--- src/rtl/hangman_pkg.sv ---
// Shared definitions for the hangman host/player status link.
package hangman_pkg;

    localparam logic [7:0]  STATUS_HEADER = 8'hA5;
    localparam int unsigned STATUS_LEN    = 5;

    typedef struct packed {
        logic [7:0] letter;
        logic [2:0] incorrect;
        logic [2:0] correct;
        logic [4:0] index_correct;
        logic       game_end;
    } status_t;

    typedef enum logic [1:0] {
        IDLE  = 2'd0,
        LOAD  = 2'd1,
        ACK   = 2'd2,
        DRAIN = 2'd3
    } tx_state_t;

endpackage

--- src/rtl/status_pack.sv ---
// Maps a status snapshot and byte index to the wire byte, including the XOR checksum.
module status_pack
    import hangman_pkg::*;
#(
    parameter logic [7:0] HEADER = STATUS_HEADER
) (
    input  status_t    status,
    input  logic [2:0] idx,
    output logic [7:0] data
);

    logic [7:0] b1;
    logic [7:0] b2;
    logic [7:0] b3;

    assign b1 = status.letter;
    assign b2 = {status.incorrect, status.index_correct};
    assign b3 = {status.game_end, 4'b0000, status.correct};

    always_comb begin
        data = '0;
        case (idx)
            3'd0:    data = HEADER;
            3'd1:    data = b1;
            3'd2:    data = b2;
            3'd3:    data = b3;
            3'd4:    data = b1 ^ b2 ^ b3;
            default: data = '0;
        endcase
    end

endmodule

--- src/rtl/status_link_tx.sv ---
// Host-side status packet framer: snapshots a game result and feeds it byte-wise to uart_tx.
module status_link_tx
    import hangman_pkg::*;
#(
    parameter logic [7:0]  HEADER      = STATUS_HEADER,
    parameter int unsigned ACK_TIMEOUT = 16
) (
    input  logic       clk,
    input  logic       nRst,
    input  logic       update,
    input  logic [7:0] letter,
    input  logic [2:0] incorrect,
    input  logic [2:0] correct,
    input  logic [4:0] indexCorrect,
    input  logic       gameEnd,
    input  logic       transmit_ready,
    output logic       tx_ctrl,
    output logic [7:0] tx_byte,
    output logic       busy,
    output logic       overrun,
    output logic       handshake_err
);

    localparam int unsigned TW = $clog2(ACK_TIMEOUT + 1);

    tx_state_t     state_q, state_d;
    logic [2:0]    idx_q, idx_d;
    status_t       snap_q, snap_d;
    status_t       pend_q, pend_d;
    logic          pend_valid_q, pend_valid_d;
    logic [TW-1:0] timer_q, timer_d;
    logic          tx_ctrl_q, tx_ctrl_d;
    logic          overrun_q, overrun_d;
    logic          herr_q, herr_d;
    status_t       fields;
    logic [7:0]    pack_byte;

    assign fields = '{letter: letter, incorrect: incorrect, correct: correct,
                      index_correct: indexCorrect, game_end: gameEnd};

    status_pack #(
        .HEADER (HEADER)
    ) u_pack (
        .status (snap_q),
        .idx    (idx_q),
        .data   (pack_byte)
    );

    always_comb begin
        state_d      = state_q;
        idx_d        = idx_q;
        snap_d       = snap_q;
        pend_d       = pend_q;
        pend_valid_d = pend_valid_q;
        timer_d      = timer_q;
        tx_ctrl_d    = 1'b0;
        overrun_d    = overrun_q;
        herr_d       = herr_q;

        // Pending capture happens before DRAIN looks at it, so a same-cycle update is promoted.
        if (update && state_q != IDLE) begin
            pend_d       = fields;
            pend_valid_d = 1'b1;
            if (pend_valid_q) overrun_d = 1'b1;
        end

        case (state_q)
            IDLE: begin
                if (update) begin
                    snap_d  = fields;
                    idx_d   = '0;
                    state_d = LOAD;
                end
            end
            LOAD: begin
                if (transmit_ready) begin
                    tx_ctrl_d = 1'b1;
                    timer_d   = '0;
                    state_d   = ACK;
                end
            end
            ACK: begin
                if (!transmit_ready) begin
                    state_d = DRAIN;
                end else if (timer_q == TW'(ACK_TIMEOUT - 1)) begin
                    herr_d  = 1'b1;
                    state_d = DRAIN;
                end else begin
                    timer_d = timer_q + TW'(1);
                end
            end
            DRAIN: begin
                if (transmit_ready) begin
                    if (idx_q < 3'(STATUS_LEN - 1)) begin
                        idx_d   = idx_q + 3'd1;
                        state_d = LOAD;
                    end else if (pend_valid_d) begin
                        snap_d       = pend_d;
                        pend_valid_d = 1'b0;
                        idx_d        = '0;
                        state_d      = LOAD;
                    end else begin
                        state_d = IDLE;
                    end
                end
            end
            default: state_d = IDLE;
        endcase
    end

    always_ff @(posedge clk or negedge nRst) begin
        if (!nRst) begin
            state_q      <= IDLE;
            idx_q        <= '0;
            snap_q       <= '0;
            pend_q       <= '0;
            pend_valid_q <= 1'b0;
            timer_q      <= '0;
            tx_ctrl_q    <= 1'b0;
            overrun_q    <= 1'b0;
            herr_q       <= 1'b0;
        end else begin
            state_q      <= state_d;
            idx_q        <= idx_d;
            snap_q       <= snap_d;
            pend_q       <= pend_d;
            pend_valid_q <= pend_valid_d;
            timer_q      <= timer_d;
            tx_ctrl_q    <= tx_ctrl_d;
            overrun_q    <= overrun_d;
            herr_q       <= herr_d;
        end
    end

    // Byte is only presented while a handshake is open; zero otherwise.
    assign tx_byte       = (state_q == LOAD || state_q == ACK) ? pack_byte : 8'h00;
    assign tx_ctrl       = tx_ctrl_q;
    assign busy          = (state_q != IDLE) | pend_valid_q;
    assign overrun       = overrun_q;
    assign handshake_err = herr_q;

endmodule
--- config.mk ---
export PLATFORM = sky130hd
export DESIGN_NAME = status_link_tx
export DESIGN_NICKNAME = d
export VERILOG_FILES = /design/src/rtl/hangman_pkg.sv /design/src/rtl/status_pack.sv /design/src/rtl/status_link_tx.sv
export SDC_FILE = /design/constraint.sdc
export NUM_CORES = 1
export LEC_CHECK = 0
export ABC_AREA = 0
export CAP_MARGIN = 20
export CORE_MARGIN = 4
export CORE_UTILIZATION = 43
export CTS_BUF_LIST = sky130_fd_sc_hd__clkbuf_4 sky130_fd_sc_hd__clkbuf_8 sky130_fd_sc_hd__clkbuf_16
export DETAILED_ROUTE_END_ITERATION = 10
export PLACE_DENSITY_LB_ADDON = 0.05
export SYNTH_ARGS = -nofsm -noshare
export SYNTH_HDL_FRONTEND = slang
export SYNTH_SLANG_ARGS = --single-unit
--- constraint.sdc ---
create_clock -name clk -period 2.1 [get_ports clk]
set_input_delay 0.315 -clock clk [delete_from_list [all_inputs] [get_ports clk]]
set_output_delay 0.315 -clock clk [all_outputs]
set_load 0.005 [all_outputs]
After elaboration in Yosys (flattened, before gate mapping). Index checks and enable logic that the tools add are counted.

Shifts and indexed selects: 0. Reductions and logical operators: 13. Magnitude comparators: 1. Mux-type cells: 31. Multipliers: 0. Add/sub/neg operators: 2. Bitwise operators: 3. Equality and inequality tests: 17. Div/mod/pow operators: 0.

Operator list (count): 20-bit 2-to-1 mux (5); 20-bit one-hot mux with 2 select lines (1); 8-bit one-hot mux with 5 select lines (1); 8-bit XOR (2); 5-bit 2-to-1 mux (3); 2-bit != test, second input constant (7); 3-bit 2-to-1 mux (4); 4-bit AND reduction (3); 2-bit 2-to-1 mux (5); 5-bit one-hot mux with 2 select lines (1); 1-bit 2-to-1 mux (8); 8-bit 2-to-1 mux (1); 2-bit one-hot mux with 4 select lines (1); 3-bit by 2-bit == test with 1-bit output, second input constant (2); 3-bit != test, second input constant (2); 3-bit one-hot mux with 2 select lines (1); 2-bit nonzero test (3); 5-bit by 1-bit adder with 5-bit output, second input constant (1); 5-bit by 4-bit == test with 1-bit output, second input constant (1); 5-bit AND reduction (1); 2-bit == test, second input constant (2); 3-bit by 1-bit adder with 3-bit output, second input constant (1); 3-bit by 1-bit == test with 1-bit output, second input constant (1); 3-bit == test, second input constant (1); 9 further kinds (9).

Bits of input ports: 24. Output and inout bits: 12. Word-level logic and storage cells: 84. Latch bits: 0. Memory bits (writable): 0. Memory bits (read-only): 0. Memories kept: 0. Register bits after elaboration: 54.

Logic depth before layout (Yosys ltp). Gate-level depths: netlist of run 1.

Depth after elaboration: 7. Depth in mapped cells: 8. Mapped depth without buffers: 7.

By module. Synthesis of run 1 repeated with hierarchy kept, for this count alone.

Cells, all modules: 247. Area total of the unflattened synthesis: 3012.9 um2.

Modules (own cells, without submodules): status_link_tx (cells an instance 199, area each 2663.8 um2, instances 1, seq. area each 1351.3 um2); status_pack (cells an instance 48, area each 349.1 um2, instances 1, seq. area each 0.0 um2).

Worst setup path after synthesis of run 1. Ideal clock, no wire load.

Kind: reg2reg. From: reg timer_q[0]. To: reg state_q[1]. Arrival: 1.792 ns. Library setup time: 0.125 ns. Cell stages (with the launch flop): 9. Slack: 0.183 ns. Cells stage by stage: dfrtp_1 > ha_1 > and3_1 > ha_1 > clkbuf_1 > nand2b_1 > a21o_1 > nand2_1 > mux2_2.

Longest elaborated chain between the ends: 3.

Ends and longest elaborated chain: start, declared (RTL line status_link_tx.sv:31) `logic [TW-1:0] timer_q, timer_d;`; start signal, assigned (RTL line status_link_tx.sv:128) `timer_q <= timer_d;`; 5-bit by 4-bit == test with 1-bit output (RTL line status_link_tx.sv:85) `end else if (timer_q == TW'(ACK_TIMEOUT - 1)) begin`; 3-bit != test (no source line); 4-bit AND reduction (no source line); end signal, assigned (RTL line status_link_tx.sv:123) `state_q <= state_d;`; end, declared (RTL line status_link_tx.sv:26) `tx_state_t state_q, state_d;`.

Every way passes these cells. A chain may end at the register's enable or synchronous reset.

Worst setup path after layout of run 1.
From: reg idx_q[1]. To: out tx_byte[1].

Longest elaborated chain between the ends: 3. Elaborated cells between the ends (all ways): 7. Classes of those cells: eq/ne: 4; mux: 2; reduce/logical: 1.

Ends and longest elaborated chain: start, declared (RTL line status_link_tx.sv:27) `logic [2:0] idx_q, idx_d;`; start signal, assigned (RTL line status_link_tx.sv:124) `idx_q <= idx_d;`; 3-bit == test, or another cell as far along (RTL line status_pack.sv:22) `case (idx)`; 8-bit one-hot mux with 5 select lines (*) (RTL line status_pack.sv:22); 8-bit 2-to-1 mux (*) (RTL line status_link_tx.sv:136) `assign tx_byte = (state_q == LOAD || state_q == ACK) ? pack_byte : 8'h00;`; end, declared (RTL line status_link_tx.sv:18) `output logic [7:0] tx_byte,`.

Every way passes the cells marked *; elsewhere a longest branch is shown, timed or not.

==> out/results.md, run 1 <==
| Metric | Value |
|---|---|
| Result of the run | finished with violations |
| Violations in the final reports | negative setup slack |
| Biggest area consumer among synthesized cells | sky130_fd_sc_hd__dfrtp_1 |
| Maximum capacitance violations | 0 |
| Initial drt markers | 70 |
| Routed Wire Length | 5980 um |
| Reg-to-reg critical path startpoint | state_q[0]$_DFFE_PN0P_ |
| Maximum fanout along the worst path | 4 |
| DR vias/cell | 5.06 |
| Fin crit period | 2.15 ns |
| Synth top area share | 44.2% |
| Max Root-Sink Buffers | 2 |
| Starting utilization of the core area | 44.7% |
| Weighted congestion reported at the end of routability-driven placement | 0.742 |
| Part of the total power dissipated in combinational logic | 52.6% |
| Total standard cell area after synthesis | 3060 um^2 |
| Worst Setup Path Type | flip-flop to primary output |
| Total inserted antenna cells | 0 |
| Ratio of cells with drive above 1 in the final layout | 44.2% |
| # IOs | 36 |
| Antenna violations before repair | 0 |
| Simple-gate share of the synthesized area | 7.45% |
| Area share of xor/xnor cells in the synthesized design | 2.29% |
| Area of the die | 8520 um^2 |
| NumNets Final | 341 |
| Vias | 2,043 |
| Count of input and output buffers | 35 |
| Hold crit path type | flip-flop to flip-flop |
| Post-Syn Area per Cell | 12.3 um^2 |
| Most common cell on crit path | sky130_fd_sc_hd__buf_6 |
| Cell count of the worst reg-to-reg path | 7 |
| Maximum operating frequency | 0.466 GHz |
| Actual slew at the worst max-slew pin | 0.711 ns |
| Multiplexer area fraction after synthesis | 28.7% |
| Final Hold Viols | 0 |
| Cell at the slowest stage of the critical path | sky130_fd_sc_hd__dfrtp_1 |
| Number of instances in the synthesized netlist | 248 |
| End of the worst register-to-register path | snap_q[15]$_DFFE_PN0P_ |
| Total power | 5.70 mW |
| Maximum number of pins on one net before global-route repair | 37 |
| Synth Register Bits | 54 |
| Setup_tns | -0.0581 ns |
| Drt drc | 0 |
| Global-route wire length before repair | 10,200 um |
| TritonCTS clock tree | yes |
| DR pass1 iterations | 5 |
| Count of standard-cell rows | 30 |
| Count of H-tree levels built during CTS | 2 |
| Syn Nets | 282 |
| Ys Warns | 0 |
| Switching component of the power | 1.90 mW |
| Share of the clock period used by the worst path after layout | 102% |
| Worst-path clk slew | 0.09 ns |
| Critical Path Source Type | flip-flop |
| Setup slack after layout | -0.0480 ns |
| Top cells by area, synth | sky130_fd_sc_hd__dfrtp_1 44%, sky130_fd_sc_hd__mux2_4 20%, sky130_fd_sc_hd__mux2_2 8.1%, sky130_fd_sc_hd__ha_1 4.1%, sky130_fd_sc_hd__a21oi_1 2.6% |
| Proportion of synthesized chip area in sequential cells | 44.2% |
| Half-perimeter wire length after placement | 4220 um |
| Wirelength per Cell | 14.8 um |
| Sw Ratio | 33.4% |
| Synth Area in Compound Gates | 10.0% |
| Aggregate global-route resource usage | 15.0% |
| Worst R2R Setup Slack | 0.16 ns |
| Total of endpoints with negative setup slack in the final report | 2 |
| Clock share of power | 15.0% |
| Largest voltage drop on the vdd net | 0.000646 V |
| Final worst clock skew | 0.00683 ns |
| Final Max Slew Viols | 0 |
| Power per cell area | 1440 nW/um^2 |
| Residual overflow from global routing | 0 |
| DIE HEIGHT | 92.3 um |
| Die X | 92.3 um |
| Category of the worst setup path capture point | primary output |
| Cell-by-cell listing of the critical path | buf_6 -> ha_4 -> buf_6 -> a222oi_1 -> nor2_1 -> a31oi_1 -> nor2_2 -> buf_2 |
| Clk Tree Root Cell | sky130_fd_sc_hd__clkbuf_8 |
| Static leakage | 1.77 nW |
| Hold depth | 1 |
| End point of the most critical hold path | overrun$_DFFE_PN0P_ |
| Sinks on Clock Net | 54 |
| Floorplan Core Area | 6830 um^2 |
| Worst-case headroom to the max-slew limit | 52.1% |
| Number of instances in the placed design | 390 |
| CTS Buf Count | 5 |
| Cell internal power dissipation | 3.79 mW |
| Filler cells | 610 |
| Power share of the sequential group | 32.4% |
| Final cell count without fillers | 404 |
| Endpoint required time on the critical path | 1.78 ns |
| Adder-cell area share of the yosys netlist | 4.09% |
| Insertion delay of the later-clocked pin in the worst-skew pair | 0.31 ns |
| Antenna-violating nets left | 0 |
| Count of cell types in the netlist | 35 |
| Area grow syn2layout | 29.6% |
| Worst path max stage delay | 0.44 ns |
| Worst Path Arrival | 1.83 ns |
| Vias in the first global route | 2,099 |
| Dominant combinational cell family by area after synthesis | multiplexers |
| RSZ-0062 raised after global routing | true |
| Startpoint of the worst hold path | overrun$_DFFE_PN0P_ |
critical path: cells and delay by family (launching register included):
family          cells  cell delay [ns]
compound gates      2             0.40
simple gates        2             0.13
fa+ha+maj           1             0.17
buf+inv             3             0.38
flops               1             0.44
power by group through the flow:
stage / logic [mW] / registers, mW / clock network (mW)
after floorplan: 1.88 / 1.73 / 0
after global placement: 2.68 / 1.82 / 0
after detailed placement: 2.70 / 1.84 / 0
after CTS: 2.81 / 1.83 / 0.883
after global routing: 3.28 / 1.92 / 0.919
final: 3.00 / 1.85 / 0.854
through the flow:
stage | instance area, um^2 | setup WS, ns | util, % | hold slack (ns)
after CTS | 3860 | -0.0754 | 56.6 | 0.471
after detailed placement | 3650 | -0.0640 | 53.4 | 0.311
after global routing | 3960 | -0.178 | 58.0 | 0.499
after global placement | 3650 | -0.0207 | 53.4 | 0.304
final | 3960 | -0.0480 | 58.0 | 0.463
after floorplan | 3060 | 0.183 | - | 0.0194
cell families after synthesis:
family / Yosys count
muxes: 65
DFF: 54
AOI/OAI and AO/OA: 50
and+or+nand+nor: 43
buffers and inverters: 18
adders and majority gates: 10
xor gates and xnor gates: 8
Yosys cell counts:
| cell | n |
|---|---|
| sky130_fd_sc_hd__nand3b_1 | 3 |
| sky130_fd_sc_hd__nor2_1 | 13 |
| sky130_fd_sc_hd__and2_1 | 1 |
| sky130_fd_sc_hd__buf_6 | 3 |
| sky130_fd_sc_hd__nand3_1 | 1 |
| sky130_fd_sc_hd__a21oi_1 | 16 |
| sky130_fd_sc_hd__o22a_1 | 1 |
| sky130_fd_sc_hd__nand2_1 | 9 |
| sky130_fd_sc_hd__o21ai_0 | 13 |
| sky130_fd_sc_hd__clkbuf_1 | 3 |
| sky130_fd_sc_hd__and4b_1 | 1 |
| sky130_fd_sc_hd__mux2i_1 | 3 |
| sky130_fd_sc_hd__a222oi_1 | 1 |
| sky130_fd_sc_hd__nor2b_1 | 5 |
| sky130_fd_sc_hd__and3b_1 | 1 |
| sky130_fd_sc_hd__o31ai_1 | 1 |
| sky130_fd_sc_hd__buf_2 | 6 |
| sky130_fd_sc_hd__ha_1 | 10 |
| sky130_fd_sc_hd__a31o_2 | 1 |
| sky130_fd_sc_hd__o2bb2a_1 | 1 |
| sky130_fd_sc_hd__o21ai_1 | 3 |
| sky130_fd_sc_hd__nand2b_1 | 5 |
| sky130_fd_sc_hd__a21o_1 | 2 |
| sky130_fd_sc_hd__o21a_1 | 1 |
| sky130_fd_sc_hd__and3_1 | 1 |
| sky130_fd_sc_hd__inv_1 | 6 |
| sky130_fd_sc_hd__mux2_2 | 22 |
| sky130_fd_sc_hd__xnor2_1 | 8 |
| sky130_fd_sc_hd__a22o_1 | 5 |
| sky130_fd_sc_hd__a31oi_1 | 2 |
| sky130_fd_sc_hd__dfrtp_1 | 54 |
| sky130_fd_sc_hd__nand2b_4 | 1 |
| sky130_fd_sc_hd__a22oi_1 | 3 |
| sky130_fd_sc_hd__mux2_4 | 40 |
| sky130_fd_sc_hd__nor3_1 | 2 |
worst max path at each step:
stage                      startpoint                     end  slack [ns]  cells past startpoint
3_5_place_dp     idx_q[1]$_DFFE_PN0P_              tx_byte[7]       -0.06                      8
5_1_grt          idx_q[1]$_DFFE_PN0P_              tx_byte[1]       -0.18                      8
2_1_floorplan  timer_q[0]$_DFFE_PN0P_  state_q[1]$_DFFE_PN0P_        0.18                      8
3_3_place_gp     idx_q[1]$_DFFE_PN0P_              tx_byte[3]       -0.02                      7
4_1_cts          idx_q[1]$_DFFE_PN0P_              tx_byte[1]       -0.08                      9
6_report         idx_q[1]$_DFFE_PN0P_              tx_byte[1]       -0.05                      8
cell type report:
class / instances / area (um^2) / area share (%)
inverters: 6 / 22.5 / 0.569
flip-flops and latches: 54 / 1350 / 34.2
clock inverters: 2 / 60.1 / 1.52
multi-input cells: 176 / 1730 / 43.8
repair buffers: 64 / 589 / 14.9
well taps: 96 / 120 / 3.03
clock buffers: 6 / 82.6 / 2.09
routing by layer:
layer / vias to the layer above / global-route usage [%] / share of wire (%)
li1: 1004 / - / -
met1: 996 / 20.1 / 47
met2: 37 / 24.2 / 49
met3: 6 / 3.33 / 3.5
met4: 0 / 4.33 / 0.99
met5: - / 0 / 0
registers in the layout, summed over array words and instances, names as in the netlist, 2 cells and up:
signal	cells
snap_q	20
timer_q	5
state_q	2
pend_q	20
idx_q	3
cell usage in the layout (no fill, tap or decap), types with 2 or more instances in the layout:
cell type,count
sky130_fd_sc_hd__buf_4,18
sky130_fd_sc_hd__a21o_1,2
sky130_fd_sc_hd__mux2i_1,3
sky130_fd_sc_hd__clkbuf_8,6
sky130_fd_sc_hd__clkdlybuf4s50_1,26
sky130_fd_sc_hd__ha_4,3
sky130_fd_sc_hd__nand2b_1,5
sky130_fd_sc_hd__inv_2,2
sky130_fd_sc_hd__a21oi_2,6
sky130_fd_sc_hd__nand2_1,8
sky130_fd_sc_hd__bufinv_16,2
sky130_fd_sc_hd__buf_12,3
sky130_fd_sc_hd__xnor2_1,8
sky130_fd_sc_hd__nand3b_1,3
sky130_fd_sc_hd__nor2_1,10
sky130_fd_sc_hd__nor2_2,3
sky130_fd_sc_hd__a22o_1,5
sky130_fd_sc_hd__nor2b_2,3
sky130_fd_sc_hd__ha_1,5
sky130_fd_sc_hd__mux2_2,22
sky130_fd_sc_hd__inv_1,4
sky130_fd_sc_hd__a22oi_1,2
sky130_fd_sc_hd__a21oi_1,9
sky130_fd_sc_hd__o21ai_1,3
sky130_fd_sc_hd__buf_2,9
sky130_fd_sc_hd__mux2_4,40
sky130_fd_sc_hd__dfrtp_1,53
sky130_fd_sc_hd__o21ai_0,11
sky130_fd_sc_hd__a31oi_1,2
sky130_fd_sc_hd__ha_2,2
sky130_fd_sc_hd__buf_6,7
sky130_fd_sc_hd__o21ai_2,2
timing repair:
action | 4_1_cts | 5_1_grt
resized for setup | 52 | 19
endpoints found under the hold margin | 18 | 0
setup buffers | 3 | 2
endpoints found under the setup margin | 8 | 26
hold buffers | 1 | 0
pin swaps | 6 | 12
Note: power is estimated with default switching activity, not from simulation.
==> inputs of run 2 (changes only) <==
CAP_MARGIN = default   (was 20)
==> results of run 2 <==
Same layout as run 1: the final DEF is identical, and so are final timing and power.
==> inputs of run 3 (changes only) <==
SKIP_LAST_GASP = 1   (was default)
==> results of run 3 <==
Same layout as run 1: the final DEF is identical, and so are final timing and power.
